==> src/rtl/aes_cbc_dec_chain_pkg.sv <==
// Shared block type and width for the CBC decrypt chaining stage.
package aes_cbc_dec_chain_pkg;
  localparam int AES_BLOCK_W = 128;
  typedef logic [AES_BLOCK_W-1:0] aes_block_t;
endpackage

==> src/rtl/aes_cbc_dec_chain_if.sv <==
// Ciphertext in, inv_aes request/response and plaintext out of the chaining stage.
interface aes_cbc_dec_chain_if;
  import aes_cbc_dec_chain_pkg::*;

  logic       iv_load_in;
  aes_block_t iv_in;
  logic       ecb_mode_in;
  logic       ct_valid_in;
  logic       ct_ready_out;
  aes_block_t ct_in;
  aes_block_t key_in;
  logic       dec_valid_out;
  aes_block_t dec_data_out;
  aes_block_t dec_key_out;
  logic       dec_valid_in;
  aes_block_t dec_data_in;
  logic       pt_valid_out;
  aes_block_t pt_out;
  logic       err_underflow_out;

  modport slave (
    input  iv_load_in, iv_in, ecb_mode_in, ct_valid_in, ct_in, key_in,
           dec_valid_in, dec_data_in,
    output ct_ready_out, dec_valid_out, dec_data_out, dec_key_out,
           pt_valid_out, pt_out, err_underflow_out
  );

  modport master (
    output iv_load_in, iv_in, ecb_mode_in, ct_valid_in, ct_in, key_in,
           dec_valid_in, dec_data_in,
    input  ct_ready_out, dec_valid_out, dec_data_out, dec_key_out,
           pt_valid_out, pt_out, err_underflow_out
  );
endinterface

==> src/rtl/aes_cbc_dec_chain_fifo.sv <==
// Synchronous FIFO holding one chaining value per block in flight through inv_aes.
module aes_cbc_dec_chain_fifo #(
  parameter  int WIDTH = 128,
  parameter  int DEPTH = 16,
  localparam int CNT_W = $clog2(DEPTH + 1),
  localparam int PTR_W = (DEPTH > 1) ? $clog2(DEPTH) : 1
) (
  input  logic             clk,
  input  logic             reset,
  input  logic             push,
  input  logic [WIDTH-1:0] push_data,
  input  logic             pop,
  output logic [WIDTH-1:0] head_data,
  output logic [CNT_W-1:0] count,
  output logic             empty
);
  logic [WIDTH-1:0] mem_q [DEPTH];
  logic [WIDTH-1:0] mem_d [DEPTH];
  logic [PTR_W-1:0] wr_ptr_q, wr_ptr_d, rd_ptr_q, rd_ptr_d;
  logic [CNT_W-1:0] count_q, count_d;
  logic             full_w, push_en, pop_en;

  function automatic logic [PTR_W-1:0] ptr_inc(input logic [PTR_W-1:0] p);
    return (p == PTR_W'(DEPTH - 1)) ? '0 : p + PTR_W'(1);
  endfunction

  assign full_w    = (count_q == CNT_W'(DEPTH));
  assign empty     = (count_q == '0);
  assign push_en   = push & ~full_w;
  assign pop_en    = pop & ~empty;
  assign head_data = mem_q[rd_ptr_q];
  assign count     = count_q;

  always_comb begin
    mem_d    = mem_q;
    wr_ptr_d = wr_ptr_q;
    rd_ptr_d = rd_ptr_q;
    count_d  = count_q;
    if (push_en) begin
      mem_d[wr_ptr_q] = push_data;
      wr_ptr_d        = ptr_inc(wr_ptr_q);
    end
    if (pop_en) rd_ptr_d = ptr_inc(rd_ptr_q);
    case ({push_en, pop_en})
      2'b10:   count_d = count_q + CNT_W'(1);
      2'b01:   count_d = count_q - CNT_W'(1);
      default: count_d = count_q;
    endcase
  end

  // Storage needs no reset: emptiness is tracked by the count alone.
  always_ff @(posedge clk) begin
    mem_q <= mem_d;
  end

  always_ff @(posedge clk) begin
    if (reset) begin
      wr_ptr_q <= '0;
      rd_ptr_q <= '0;
      count_q  <= '0;
    end else begin
      wr_ptr_q <= wr_ptr_d;
      rd_ptr_q <= rd_ptr_d;
      count_q  <= count_d;
    end
  end
endmodule

==> src/rtl/aes_cbc_dec_chain.sv <==
// CBC decrypt chaining around a fixed-latency inv_aes: forwards ciphertext,
// remembers the previous block per request and XORs it onto each result.
module aes_cbc_dec_chain
  import aes_cbc_dec_chain_pkg::*;
#(
  parameter  int INFLIGHT_DEPTH = 16,
  localparam int CNT_W = $clog2(INFLIGHT_DEPTH + 1)
) (
  input logic                clk,
  input logic                reset,
  aes_cbc_dec_chain_if.slave bus
);
  aes_block_t chain_q, chain_d;
  logic       dec_valid_q, dec_valid_d;
  aes_block_t dec_data_q, dec_data_d;
  aes_block_t dec_key_q, dec_key_d;
  logic       pt_valid_q, pt_valid_d;
  aes_block_t pt_q, pt_d;
  logic       err_q, err_d;

  logic       fire;
  aes_block_t push_val, head_val, fifo_head;
  logic [CNT_W-1:0] fifo_count;
  logic       fifo_empty;

  aes_cbc_dec_chain_fifo #(
    .WIDTH (AES_BLOCK_W),
    .DEPTH (INFLIGHT_DEPTH)
  ) u_fifo (
    .clk       (clk),
    .reset     (reset),
    .push      (fire),
    .push_data (push_val),
    .pop       (bus.dec_valid_in),
    .head_data (fifo_head),
    .count     (fifo_count),
    .empty     (fifo_empty)
  );

  assign bus.ct_ready_out = (fifo_count < CNT_W'(INFLIGHT_DEPTH));
  assign fire             = bus.ct_valid_in & bus.ct_ready_out;

  // A same-cycle IV load is the chaining value for the block being accepted.
  always_comb begin
    push_val = '0;
    if (!bus.ecb_mode_in) push_val = bus.iv_load_in ? bus.iv_in : chain_q;
    head_val = fifo_empty ? '0 : fifo_head;
  end

  always_comb begin
    chain_d     = chain_q;
    dec_valid_d = fire;
    dec_data_d  = dec_data_q;
    dec_key_d   = dec_key_q;
    pt_valid_d  = bus.dec_valid_in;
    pt_d        = pt_q;
    err_d       = err_q;
    if (fire) begin
      chain_d    = bus.ct_in;
      dec_data_d = bus.ct_in;
      dec_key_d  = bus.key_in;
    end else if (bus.iv_load_in) begin
      chain_d    = bus.iv_in;
    end
    if (bus.dec_valid_in) begin
      pt_d  = bus.dec_data_in ^ head_val;
      err_d = err_q | fifo_empty;
    end
  end

  always_ff @(posedge clk) begin
    if (reset) begin
      chain_q     <= '0;
      dec_valid_q <= 1'b0;
      dec_data_q  <= '0;
      dec_key_q   <= '0;
      pt_valid_q  <= 1'b0;
      pt_q        <= '0;
      err_q       <= 1'b0;
    end else begin
      chain_q     <= chain_d;
      dec_valid_q <= dec_valid_d;
      dec_data_q  <= dec_data_d;
      dec_key_q   <= dec_key_d;
      pt_valid_q  <= pt_valid_d;
      pt_q        <= pt_d;
      err_q       <= err_d;
    end
  end

  assign bus.dec_valid_out     = dec_valid_q;
  assign bus.dec_data_out      = dec_data_q;
  assign bus.dec_key_out       = dec_key_q;
  assign bus.pt_valid_out      = pt_valid_q;
  assign bus.pt_out            = pt_q;
  assign bus.err_underflow_out = err_q;
endmodule

==> src/flat_wrapper.sv <==
// flat-port wrapper written by rule: the top's interface ports become plain ports
module aes_cbc_dec_chain_flat import aes_cbc_dec_chain_pkg::*;
#(
  parameter  int INFLIGHT_DEPTH = 16,
  localparam int CNT_W = $clog2(INFLIGHT_DEPTH + 1)
)
  (clk, reset, bus_iv_load_in, bus_iv_in, bus_ecb_mode_in, bus_ct_valid_in, bus_ct_in, bus_key_in, bus_dec_valid_in, bus_dec_data_in, bus_ct_ready_out, bus_dec_valid_out, bus_dec_data_out, bus_dec_key_out, bus_pt_valid_out, bus_pt_out, bus_err_underflow_out);
  aes_cbc_dec_chain_if bus_i ();
  input logic clk;
  input logic reset;
  input wire logic [$bits(bus_i.iv_load_in)-1:0] bus_iv_load_in;
  input wire logic [$bits(bus_i.iv_in)-1:0] bus_iv_in;
  input wire logic [$bits(bus_i.ecb_mode_in)-1:0] bus_ecb_mode_in;
  input wire logic [$bits(bus_i.ct_valid_in)-1:0] bus_ct_valid_in;
  input wire logic [$bits(bus_i.ct_in)-1:0] bus_ct_in;
  input wire logic [$bits(bus_i.key_in)-1:0] bus_key_in;
  input wire logic [$bits(bus_i.dec_valid_in)-1:0] bus_dec_valid_in;
  input wire logic [$bits(bus_i.dec_data_in)-1:0] bus_dec_data_in;
  output wire logic [$bits(bus_i.ct_ready_out)-1:0] bus_ct_ready_out;
  output wire logic [$bits(bus_i.dec_valid_out)-1:0] bus_dec_valid_out;
  output wire logic [$bits(bus_i.dec_data_out)-1:0] bus_dec_data_out;
  output wire logic [$bits(bus_i.dec_key_out)-1:0] bus_dec_key_out;
  output wire logic [$bits(bus_i.pt_valid_out)-1:0] bus_pt_valid_out;
  output wire logic [$bits(bus_i.pt_out)-1:0] bus_pt_out;
  output wire logic [$bits(bus_i.err_underflow_out)-1:0] bus_err_underflow_out;
  assign bus_i.iv_load_in = bus_iv_load_in;
  assign bus_i.iv_in = bus_iv_in;
  assign bus_i.ecb_mode_in = bus_ecb_mode_in;
  assign bus_i.ct_valid_in = bus_ct_valid_in;
  assign bus_i.ct_in = bus_ct_in;
  assign bus_i.key_in = bus_key_in;
  assign bus_i.dec_valid_in = bus_dec_valid_in;
  assign bus_i.dec_data_in = bus_dec_data_in;
  assign bus_ct_ready_out = bus_i.ct_ready_out;
  assign bus_dec_valid_out = bus_i.dec_valid_out;
  assign bus_dec_data_out = bus_i.dec_data_out;
  assign bus_dec_key_out = bus_i.dec_key_out;
  assign bus_pt_valid_out = bus_i.pt_valid_out;
  assign bus_pt_out = bus_i.pt_out;
  assign bus_err_underflow_out = bus_i.err_underflow_out;
  aes_cbc_dec_chain #(.INFLIGHT_DEPTH(INFLIGHT_DEPTH)) u_core (.clk(clk), .reset(reset), .bus(bus_i));
endmodule
==> config.mk <==
export PLATFORM = sky130hd
export DESIGN_NAME = aes_cbc_dec_chain_flat
export DESIGN_NICKNAME = d
export VERILOG_FILES = /design/src/rtl/aes_cbc_dec_chain_pkg.sv /design/src/rtl/aes_cbc_dec_chain_if.sv /design/src/rtl/aes_cbc_dec_chain_fifo.sv /design/src/rtl/aes_cbc_dec_chain.sv /design/src/flat_wrapper.sv
export SDC_FILE = /design/constraint.sdc
export NUM_CORES = 2
export LEC_CHECK = 0
export CORE_MARGIN = 3
export CORE_UTILIZATION = 52
export CTS_CLUSTER_SIZE = 24
export DETAILED_ROUTE_END_ITERATION = 10
export GPL_TIMING_DRIVEN = 0
export PLACE_DENSITY = 0.75
export SLEW_MARGIN = 15
export SYNTH_ARGS = -nofsm -noshare
export SYNTH_HDL_FRONTEND = slang
export SYNTH_SLANG_ARGS = --single-unit
==> constraint.sdc <==
create_clock -name clk -period 14.9 [get_ports clk]
set_clock_uncertainty 0.1 [all_clocks]
set_input_delay 4.47 -clock clk [delete_from_list [all_inputs] [get_ports clk]]
set_output_delay 4.47 -clock clk [all_outputs]
set_load 0.1 [all_outputs]
==> results.cfg <==
[global_routing]
grt_max_degree = 25
grtUsageTotal_pct = 33.4
grt_pass1_vias = 67600
antenna_found_initial = 36
grt_overflow = 0
grt_pass1_wl_mm = 477

[cts]
numCtsBuffers = 280
clk_pin_slew_ns = 0.06
htreeDepth = 5
clk_latency_ns = 0.93
cts-root-buf = clkbuf_16
cts_sinks = 2576
holdBufCountCts = 0
cts-resized-gates = 0
clk_path_buf_depth = 4
cts_tree = built
cts_setup_buffers = 0

[routing]
drtPass1Iterations = 6
detail-route-antenna-nets = 0
initialDrtViolationCount = 8385
wl_mm = 341
drcViolationCount = 0
wl_per_cell_um = 31.1
vias = 68000
post_drt_via_cell_ratio = 6.20

[timing]
relSlewSlack_pct = 15.7
clock.fmax_ghz = 0.120
finalMaxSlewViolations = 0
worst_pin_slew_ns = 1.26
rsz0062_at_grt = no
setup_viol = 0
hold_slack_ns = 0.353
fin_crit_ns = 8.31
min_period_over_period_pct = 55.8
finalHoldViolations = 0

[power_and_ir_drop]
p_leak_nw = 41.3
ir_drop_uv = 117
power_density_nw_per_um2 = 169
finalPower_w = 0.0212

[yosys]
ys_warn_count = 0
seq_area_frac_synth_pct = 71.1
avgSynthCellArea_um2 = 14.7
async_flop_share_pct = 0
synth_edf_count = 2048
yosys.area.top_type = edfxtp_1
synth-seq-cells = 2576
synthCells = 6886
synthTopCellsByArea = edfxtp_1 61%, mux2i_1 11%, dfxtp_1 10%
syn-num-nets = 7412
synth_top_area_share_pct = 60.7
ys.flop_type = edfxtp_1
synth.distinct_cells = 39
syn_area_um2 = 101000

[die]
num_rows = 161
die-height_um = 447
die-area_um2 = 200000
start_util_pct = 52.5
die_x_um = 447
pin_count = 906
core_area_um2 = 193000

[final_layout]
drive_gt1_share_pct = 10.5
layout-area-overhead-vs-synth_pct = 23.8
fin_nets = 8747

[placed_design]
port_buffers = 901
gp_congestion = 0.955
dp.final_hpwl_mm = 243

[worst_setup_path]
r2r_start = u_core.u_fifo.count[4]
worstSetupStartpointType = primary input
crit_buf_inv = 8
worstPathArrival_ns = 8.83
worst-setup-path-type = primary input to flip-flop
cpMostUsedCell = buf_8
crit_family = buffers and inverters
cp_max_fo = 13
reg2reg_slack_ns = 10.23
cp-end-kind = flip-flop
cp.required_ns = 15.42
cp_slowest_cell = nor3_4
cp_cell_sequence = clkdlybuf4s50_1 > nor2b_1 > clkbuf_2 > clkbuf_1 > nand2_1 > nor3_4 > buf_8 > buf_8 > buf_8 > buf_8 > buf_8
reg2reg_to = u_core.u_fifo.mem_q[1869]
critPathMaxStageDelay_ns = 0.78
r2r_cells = 10

[min_path]
hold_path_end = u_core.bus.dec_key_out[33]
hp-class = flip-flop to flip-flop
hold_depth = 2
hp-start = u_core.bus.dec_key_out[33]

[outcome]
status = complete, no violations

[run]
maxCapViolations = 0
[per-layer routing]
layer	global-route usage, %	wire length (µm)
met4	21.3	24500
met5	0	83
met1	40.1	118000
met3	8.03	35100
met2	54.1	163000
[power by group]
| group | switching [W] | internal, W | leakage, nW | total (W) |
|---|---|---|---|---|
| sequential | 0.000205 | 0.00818 | 23.2 | 0.00838 |
| clock | 0.00276 | 0.00393 | 4.26 | 0.00669 |
| combinational | 0.00420 | 0.00196 | 13.8 | 0.00615 |
[cells in the final DEF (no fill, tap or decap), types with 46 or more instances in the layout]
| cell type | n |
|---|---|
| edfxtp_1 | 2048 |
| mux2i_1 | 1155 |
| clkdlybuf4s50_1 | 897 |
| nand2_1 | 652 |
| dfxtp_1 | 528 |
| a22oi_1 | 512 |
| a21oi_1 | 396 |
| clkbuf_1 | 338 |
| clkbuf_16 | 287 |
| nand3_1 | 257 |
| nor2_1 | 244 |
| a311o_1 | 129 |
| nor3b_1 | 128 |
| a2111oi_0 | 128 |
| or2_2 | 128 |
| buf_6 | 62 |
| buf_4 | 60 |
| buf_12 | 59 |
| buf_2 | 58 |
| clkinv_1 | 46 |
[cells by family after synthesis]
family	share of synthesized area (%)
DFF	71.1
and+or+nand+nor	6.59
AOI/OAI and AO/OA	8.20
muxes	11.4
buffers and inverters	2.53
adders and majority gates	0.0988
xor gates and xnor gates	0.0519
[sequential cells by signal, summed over array words and instances (netlist names)]
signal / flops
u_core.u_fifo.mem_q: 2048
u_core.bus.dec_data_out: 128
u_core.bus.dec_key_out: 128
u_core.bus.pt_out: 128
u_core.chain_q: 128
u_core.u_fifo.count: 5
u_core.u_fifo.rd_ptr_q: 4
u_core.u_fifo.wr_ptr_q: 4
u_core.bus.dec_valid_out: 1
u_core.bus.err_underflow_out: 1
u_core.bus.pt_valid_out: 1
[worst register-to-register path, cell delays in order (launching register included)]
cell      delay (ns)
dfxtp_1         0.36
nor2b_1         0.25
clkbuf_2        0.54
clkbuf_1        0.76
nand2_1         0.48
nor3_4          0.78
buf_8           0.28
buf_8           0.19
buf_8           0.20
buf_8           0.20
buf_8           0.20
[cell usage after synthesis, types with 2 or more instances]
| cell type | n |
|---|---|
| edfxtp_1 | 2048 |
| mux2i_1 | 1155 |
| nand2_1 | 652 |
| dfxtp_1 | 528 |
| a22oi_1 | 512 |
| a21oi_1 | 396 |
| clkbuf_1 | 298 |
| nor2_1 | 281 |
| nand3_1 | 257 |
| a311o_1 | 129 |
| a2111oi_0 | 128 |
| nor3b_1 | 128 |
| or2_2 | 128 |
| buf_6 | 57 |
| buf_2 | 54 |
| buf_4 | 45 |
| buf_1 | 35 |
| ha_1 | 8 |
| inv_1 | 6 |
| nor3_1 | 5 |
| o21ai_0 | 5 |
| xor2_1 | 5 |
| nor2b_1 | 4 |
| a31oi_1 | 3 |
| or3_1 | 3 |
| and3b_1 | 2 |
| nand2b_1 | 2 |
[through the flow]
step | area, µm² | util [%] | setup TNS, ns | setup WS [ns] | cells
after floorplan | 101000 | - | 0 | 0.226 | 6886
after global placement | 114000 | 58.8 | -9239.40 | -11.29 | 10300
after detailed placement | 117000 | 60.4 | 0 | 5.60 | 10500
after CTS | 125000 | 64.9 | 0 | 6.57 | 10900
after global routing | 125000 | 64.9 | 0 | 6.44 | 11000
final | 125000 | 64.9 | 0 | 6.59 | 11000
[worst max-delay path by stage]
stage,start,to,slack (ns),cells past startpoint
finish,bus_ct_valid_in,u_core.u_fifo.mem_q[1869],6.59,11
global route,bus_ct_valid_in,u_core.u_fifo.mem_q[1864],6.44,11
CTS,bus_ct_valid_in,u_core.u_fifo.mem_q[1864],6.57,11
detailed placement,bus_ct_valid_in,u_core.u_fifo.mem_q[1866],5.60,11
global placement,bus_ct_valid_in,u_core.u_fifo.mem_q[1610],-11.29,5
floorplan,bus_ct_valid_in,u_core.u_fifo.mem_q[1536],0.23,4
[area by class of cell]
type,count,area [µm²]
Sequential cell,2576,72100
Antenna cell,31,77.6
Tap cell,2526,3160
Buffer,492,2570
Timing Repair Buffer,1053,12000
Clock inverter,107,985
Multi-Input combinational cell,3811,26900
Inverter,7,26.3
Clock buffer,373,7700
Fill cell,13400,67700
(Power assumes the default switching activity.)
==> edit, RTL diff (same settings) <==
`INFLIGHT_DEPTH` is set to 16 in 2 places; all go to 32.
--- a/src/rtl/aes_cbc_dec_chain.sv
+++ b/src/rtl/aes_cbc_dec_chain.sv
@@ -3,7 +3,7 @@
 module aes_cbc_dec_chain
   import aes_cbc_dec_chain_pkg::*;
 #(
-  parameter  int INFLIGHT_DEPTH = 16,
+  parameter  int INFLIGHT_DEPTH = 32,
   localparam int CNT_W = $clog2(INFLIGHT_DEPTH + 1)
 ) (
   input logic                clk,
--- a/src/flat_wrapper.sv
+++ b/src/flat_wrapper.sv
@@ -1,7 +1,7 @@
 // flat-port wrapper written by rule: the top's interface ports become plain ports
 module aes_cbc_dec_chain_flat import aes_cbc_dec_chain_pkg::*;
 #(
-  parameter  int INFLIGHT_DEPTH = 16,
+  parameter  int INFLIGHT_DEPTH = 32,
   localparam int CNT_W = $clog2(INFLIGHT_DEPTH + 1)
 )
   (clk, reset, bus_iv_load_in, bus_iv_in, bus_ecb_mode_in, bus_ct_valid_in, bus_ct_in, bus_key_in, bus_dec_valid_in, bus_dec_data_in, bus_ct_ready_out, bus_dec_valid_out, bus_dec_data_out, bus_dec_key_out, bus_pt_valid_out, bus_pt_out, bus_err_underflow_out);
Check against the original RTL: not settled (the Yosys comparison gave no result); the edit may change what the design does.
==> edit against the original RTL <==
- routed wire length is 54% higher
- clock power is 69% higher
- via count is 45% higher
- register-to-register slack worse by 0.43 ns
- sequential cell count is 2051 higher
- combinational power is 8.6% higher
- area after synthesis is 77% higher
- utilization is 1.8 points lower
- power is 55% higher
- setup slack worse by 0.21 ns
- sequential power is 78% higher
- final area is 72% higher
- critical endpoint is now u_core.u_fifo.mem_q[3632]$_DFFE_PP_
==> edit: results (changes against the original RTL) <==
* Worst reg2reg path startpoint: u_core.u_fifo.count[5]$_SDFFE_PP0P_
* Antenna violations before repair at 35 (-2.8%)
* Final RePlAce weighted congestion at 0.9391 (-1.6%)
* Clock network latency to the later pin of the worst-skew pair at 1.00 ns (+0.07 ns)
* Critical path destination: u_core.u_fifo.mem_q[3632]$_DFFE_PP_
* Wire length on met3 at 49.46 mm (+41%)
* Wire length after detailed routing at 525.0 mm (+54%)
* Met1 routed wirelength after detailed routing at 186.6 mm (+58%)
* Most used standard cells in the synthesized netlist: sky130_fd_sc_hd__edfxtp_1 (4096), sky130_fd_sc_hd__mux4_2 (1024), sky130_fd_sc_hd__dfxtp_1 (531)
* Fraction of area in multi-input gates at 19.78% (-1.7 points)
* Nonclk buf count at 1835 (+19%)
* Ratio of cells with drive above 1 in the final layout at 26.82% (+16 points)
* Count of inverters not on the clock network in the layout at 135 (+128)
* Crit path DAT at 9.12 ns (+0.29 ns)
* Fraction of area in clock buffers and inverters at 6.709% (-0.21 points)
* Post-Synthesis Net Count at 9470 (+28%)
* Net count reported at finish at 11170 (+28%)
* Maximum cell stage delay along the critical path at 0.86 ns (+0.08 ns)
* Part of the Yosys area used for sequential elements at 74.70% (+3.6 points)
* EDFF count, synth at 4096 (+100%)
* Slew at the pin closest to its max-slew limit at 1.322 ns (+0.06187 ns)
* Largest register FFs at 4096 (+100%)
* GR Layer Usage met1 at 37.49% (-2.6 points)
* Count of multi-input combinational gates at 3600 (-5.5%)
* Half-perimeter wire length of the detailed placement result at 363.3 mm (+50%)
* Overall track demand over capacity in global routing at 29.64% (-3.7 points)
* Clock buffer count from CTS at 446 (+59%)
* Proportion of synthesized area in mux cells at 16.68% (+5.3 points)
* Number of filler instances in the final layout at 22430 (+67%)
* Wire length on met2 at 257.0 mm (+58%)
* Synth Area in Compound Gates at 3.330% (-4.9 points)
* Global routing usage on met2 at 48.27% (-5.8 points)
* Clock buffer count in the final layout at 546 (+46%)
* Source of the worst hold timing path: u_core.bus.dec_key_out[20]$_SDFFE_PP0P_
* Area occupied by registers at 0.1336 sq mm (+85%)
* Leakage at 68.26 nW (+65%)
* Maximum fanout along the worst path at 20 (+7)
* Non-clock buffer share at 8.545% (-3.0 points)
* Largest net degree at the start of global routing at 33 (+32%)
* Count of cell types in the netlist at 46 (+18%)
* Starting DRC count in detailed routing at 11870 (+42%)
* Top cells by area, synth: sky130_fd_sc_hd__edfxtp_1 (69%), sky130_fd_sc_hd__mux4_2 (13%), sky130_fd_sc_hd__dfxtp_1 (5.9%), sky130_fd_sc_hd__mux2i_1 (2.2%), sky130_fd_sc_hd__mux2_2 (1.6%)
* Outcome: finished, final reports clean
* Flop-to-flop setup slack at 9.80 ns (-0.43 ns)
edit: cell types whose count changed after synthesis, sizes merged, moves of 129 or more:
cell	change
edfxtp	+2048
mux2	+257
mux2i	-768
mux4	+1024
o311ai	+130
a22oi	-512
nand3	-255
or4b	+129
a311o	-129
a221oi	+129
edit: power breakdown:
| group | leakage (nW) | switching, mW | internal [mW] |
|---|---|---|---|
| registers | 42.0 | 0.226 | 14.7 |
| clock network | 7.01 | 4.92 | 6.35 |
| logic | 19.2 | 4.72 | 1.96 |
| total | 68.3 | 9.86 | 23.0 |
edit: through the flow:
step	hold WS [ns]	setup slack, ns	instances	cell area [sq um]	power (mW)
detailed placement	0.3477	5.461	14730	200800	21.81
global placement	0.3414	-5.279	14380	193600	21.58
floorplan	0.3944	3.346	8942	178900	19.29
global route	0.3689	6.328	15570	215300	33.72
finish	0.3550	6.375	15590	215300	32.87
CTS	0.3543	6.513	15560	215200	32.96
